==> src/rtl/mem_master.sv <==
// Single-port memory master: turns CPU load/store requests into word-wide memory cycles.
// Define MEM_MASTER_RMW_EN to support byte stores via a read-modify-write; otherwise they are rejected.
module mem_master (
    input  logic        clock,
    input  logic        reset_n,
    input  logic        req_valid,
    output logic        req_ready,
    input  logic        req_we,
    input  logic        req_byte,
    input  logic [15:0] req_addr,
    input  logic [15:0] req_wdata,
    output logic        rsp_valid,
    output logic [15:0] rsp_rdata,
    output logic        rsp_err,
    output logic [15:0] addrm,
    output logic [15:0] wmdata,
    output logic        re,
    output logic        we,
    output logic        mem_alu,
    input  logic [15:0] rmdata
);

`ifdef MEM_MASTER_RMW_EN
    typedef enum logic [2:0] {IDLE, ACCESS, RMW_RD, RMW_WR, RESP} state_t;
`else
    typedef enum logic [1:0] {IDLE, ACCESS, RESP} state_t;
`endif

    state_t      state;
    logic [15:0] addr_q;
    logic        we_q;
    logic        byte_q;
    logic [15:0] wdata_q;

    assign req_ready = (state == IDLE);
    assign mem_alu   = 1'b0;

`ifdef MEM_MASTER_RMW_EN
    logic [15:0] merge_q;
    logic [15:0] merged;

    // The store byte overlays the lane selected by the low address bit of the word read back.
    assign merged = addr_q[0] ? {wdata_q[7:0], merge_q[7:0]} : {merge_q[15:8], wdata_q[7:0]};
    assign wmdata = (state == RMW_WR) ? merged : wdata_q;
`else
    assign wmdata = wdata_q;
`endif

    always_ff @(posedge clock or negedge reset_n) begin
        if (!reset_n) begin
            state     <= IDLE;
            addr_q    <= 16'h0000;
            we_q      <= 1'b0;
            byte_q    <= 1'b0;
            wdata_q   <= 16'h0000;
            addrm     <= 16'h0000;
            re        <= 1'b0;
            we        <= 1'b0;
            rsp_valid <= 1'b0;
            rsp_err   <= 1'b0;
            rsp_rdata <= 16'h0000;
`ifdef MEM_MASTER_RMW_EN
            merge_q   <= 16'h0000;
`endif
        end else begin
            rsp_valid <= 1'b0;
            case (state)
                IDLE: begin
                    if (req_valid) begin
                        addr_q  <= req_addr;
                        we_q    <= req_we;
                        byte_q  <= req_byte;
                        wdata_q <= req_wdata;
                        addrm   <= {req_addr[15:1], 1'b0};
                        if (!req_byte && req_addr[0]) begin
                            state     <= RESP;
                            rsp_valid <= 1'b1;
                            rsp_err   <= 1'b1;
                        end else if (req_we && req_byte) begin
`ifdef MEM_MASTER_RMW_EN
                            state <= RMW_RD;
                            re    <= 1'b1;
`else
                            state     <= RESP;
                            rsp_valid <= 1'b1;
                            rsp_err   <= 1'b1;
`endif
                        end else begin
                            state <= ACCESS;
                            re    <= !req_we;
                            we    <= req_we;
                        end
                    end
                end
                ACCESS: begin
                    re <= 1'b0;
                    we <= 1'b0;
                    if (!we_q) begin
                        rsp_rdata <= byte_q ? {8'h00, (addr_q[0] ? rmdata[15:8] : rmdata[7:0])} : rmdata;
                    end
                    rsp_err   <= 1'b0;
                    rsp_valid <= 1'b1;
                    state     <= RESP;
                end
`ifdef MEM_MASTER_RMW_EN
                RMW_RD: begin
                    re      <= 1'b0;
                    we      <= 1'b1;
                    merge_q <= rmdata;
                    state   <= RMW_WR;
                end
                RMW_WR: begin
                    we        <= 1'b0;
                    rsp_err   <= 1'b0;
                    rsp_valid <= 1'b1;
                    state     <= RESP;
                end
`endif
                RESP: begin
                    state <= IDLE;
                end
                default: begin
                    state <= IDLE;
                end
            endcase
        end
    end

endmodule

==> config.mk <==
export PLATFORM = sky130hd
export DESIGN_NAME = mem_master
export DESIGN_NICKNAME = d
export VERILOG_FILES = /design/src/rtl/mem_master.sv
export SDC_FILE = /design/constraint.sdc
export NUM_CORES = 1
export LEC_CHECK = 0
export BUFFER_PORTS_ARGS = -buffer_cell sky130_fd_sc_hd__buf_4
export CAP_MARGIN = 20
export CELL_PAD_IN_SITES_DETAIL_PLACEMENT = 0
export CELL_PAD_IN_SITES_GLOBAL_PLACEMENT = 1
export CORE_ASPECT_RATIO = 2
export CORE_MARGIN = 1.5
export CORE_UTILIZATION = 30
export DETAILED_ROUTE_END_ITERATION = 16
export PLACE_DENSITY_LB_ADDON = 0.1
export SYNTH_ARGS = -nofsm -noshare
export SYNTH_HDL_FRONTEND = slang
export SYNTH_SLANG_ARGS = --single-unit
==> constraint.sdc <==
create_clock -name clock -period 1.95 [get_ports clock]
set_clock_uncertainty 0.2 [all_clocks]
set_input_delay 0.195 -clock clock [delete_from_list [all_inputs] [get_ports clock]]
set_output_delay 0.195 -clock clock [all_outputs]
set_load 0.005 [all_outputs]
==> key figures <==
Run status
  – Status: completed

Synthesis
  – Main synth FF type: dfrtp_1
  – Synth warnings: 0
  – Most common library cells after synthesis: dfrtp_1 (56), mux2_2 (35), nand2_1 (18)
  – Synth area leader: dfrtp_1
  – Yosys cell types: 25
  – Synth async-reset ratio: 1.00
  – Post-Syn Instances: 169
  – Seq cells post-synth: 56
  – Count leader, synth: dfrtp_1
  – Mapped cell area: 0.00226 mm^2
  – Post-synth EDFFs: 0
  – Register area share after synthesis: 0.620
  – Syn_area_per_cell: 13.4 um^2
  – Largest cells by area after synthesis: dfrtp_1 (62%), mux2_2 (17%), mux2i_1 (3.5%)
  – Yosys top cell area share: 0.620

Setup path
  – Worst Path Max Fanout: 17
  – CP Capture Type: flop
  – Arr. time, crit path: 1680 ps
  – Crit Path Class: flop to flop
  – WP data required: 1930 ps
  – CP startpoint kind: flop
  – R2R depth: 4

Clock network
  – Clock sinks: 56
  – Postcts setup bufs: 0
  – Worst skew pair latency: 290 ps
  – Num CTS Buffers: 5
  – PostCTS Resize Cnt: 0
  – CTS tree: yes
  – Htree depth: 2
  – Clock root cell: clkbuf_16
  – CTS clk-pin slew, worst paths: 70 ps
  – Hold_buf cts: 47
  – CTS max path bufs: 2

Finish
  – Share of cells above drive strength 1: 0.471
  – # fillers: 688
  – Multi-input gate area in the final layout: 787 um^2
  – Synthesis-to-layout area growth: 67.2%
  – Final nets: 375
  – Ant. Diodes: 0
  – Register area: 0.00140 mm^2

Timing
  – Crit path time final: 1690 ps
  – RSZ-0062 raised after global routing: no
  – PnR worst setup slack: 256 ps
  – Final Cycle Share: 0.869
  – Fin. max-slew vios: 0
  – Relative slew slack: 0.525
  – Final hold vios: 0
  – Tightest Pin Transition: 712 ps
  – Setup Viol. Count Final: 0
  – Final setup TNS: 0 ps
  – FMAX: 0.590 GHz

Global route
  – First-pass GRT wire length: 9.13 mm
  – Initial antenna violation count: 0
  – Vias in the first global route: 1860
  – Largest net degree at the start of global routing: 57
  – GR Overflow Total: 0
  – GRT Total Usage: 0.147

Min path
  – Hold Path Depth: 3
  – Worst hold path type: primary input to flop

Floorplanning
  – Row cnt: 44
  – Core Area: 0.00727 mm^2
  – Die area: 0.00809 mm^2
  – Die H: 126 um
  – Initial core utilization: 0.311
  – Num ports: 107
  – Die W: 64.4 um

Placed design
  – Gpl congestion: 0.649
  – Port bufs: 104
  – Setup WS pre-CTS: 253 ps
  – Dpl hpwl: 3.98 mm

Drt
  – DR vias: 1815
  – First DRT Iteration DRCs: 49
  – Vias per cell: 4.37
  – Routed len/inst: 13.4 um
  – Final ANT Viol Nets: 0
  – DRC errors left: 0
  – DRT Pass-1 Iters: 4
  – Final wirelength: 5.57 mm

Pwr
  – PwrDens: 1040 mW/mm^2
  – Peak supply drop: 0.551 mV
  – P_leak: 1.81 nW

Flow run
  – Max cap viols: 0
## metrics by stage
stage / instances / util / hold WS [ps] / area [um^2] / power (mW)
after floorplan: 170 / - / -301 / 2260 / 2.15
after global placement: 360 / 0.433 / 111 / 3140 / 2.88
after detailed placement: 360 / 0.433 / 107 / 3140 / 2.90
after CTS: 415 / 0.520 / 0.828 / 3780 / 4.01
after global routing: 415 / 0.520 / 13.8 / 3780 / 4.21
final: 415 / 0.520 / 5.64 / 3780 / 3.94
## critical path, cell delays in order, from the launching register on
cell,delay (ps)
dfrtp_1,440
nand2b_4,200
nor2_4,210
buf_12,190
mux2_2,340
## placed cells by master (no fill, tap or decap)
cell           Yosys  layout
a21boi_1           1       1
nor3_1             1       1
buf_4              6     106
dlygate4sd3_1      0      47
o211ai_1           1       1
inv_1              1       1
nor2_4             0       1
o31ai_1            1       1
nand2b_4           1       1
clkbuf_16          0       5
clkbuf_1           1       1
nand2_1           18      18
clkinv_2           0       1
nand2b_1           8       8
o21ai_0           13      13
mux2i_1            8       8
or3_1              1       1
or2b_1             1       1
a21oi_1            2       2
buf_12             0       2
bufinv_16          0       1
or3b_1             1       1
nor2_1             3       3
mux2_2            35      35
conb_1             1       2
o21ai_1            4       4
dfrtp_1           56      56
a31oi_1            1       1
## path summary, 6_finish.rpt
path	slack (ps)	from	endpoint
min reg2reg	290	rsp_rdata[4]	rsp_rdata[4]
min in group asynchronous	300	reset_n	rsp_rdata[6]
min	6	rmdata[4]	rsp_rdata[4]
max reg2reg	260	state[1]	addrm[8]
max	260	state[1]	addrm[8]
max in group asynchronous	790	reset_n	wmdata[0]
## power breakdown
part           switching (mW)  internal [mW]
registers               0.179           1.51
clock network           0.405          0.605
logic                   0.447          0.794
total                    1.03           2.90
## per-layer routing
layer	routed length (um)	vias to the layer above	part of all wire	track usage
li1	-	879	-	-
met1	2060	860	0.37	0.158
met5	0	-	0	0
met4	105	0	0.019	0.0601
met2	3070	69	0.55	0.267
met3	331	7	0.059	0.0348
## sequential cells by signal, indices dropped and copies added (netlist names)
name / count
addr_q: 1
addrm: 15
byte_q: 1
re: 1
rsp_err: 1
rsp_rdata: 16
rsp_valid: 1
state: 2
we: 1
we_q: 1
wmdata: 16
## final cells by class
type / instances / area share
sequential: 56 / 0.371
timing repair buffer: 155 / 0.346
multi-input combinational: 103 / 0.208
clock buffer: 6 / 0.0341
tap: 92 / 0.0305
clock inverter: 2 / 0.00927
inverter: 1 / 0.000994
## cells by family after synthesis
logic type / after synthesis / share of synthesized area
buffers and inverters: 11 / 0.0354
muxes: 43 / 0.210
other: 1 / 0.00166
AOI/OAI and AO/OA: 23 / 0.0548
and+or+nand+nor: 35 / 0.0781
DFF: 56 / 0.620
No activity file was read; power rests on OpenSTA's default activity.
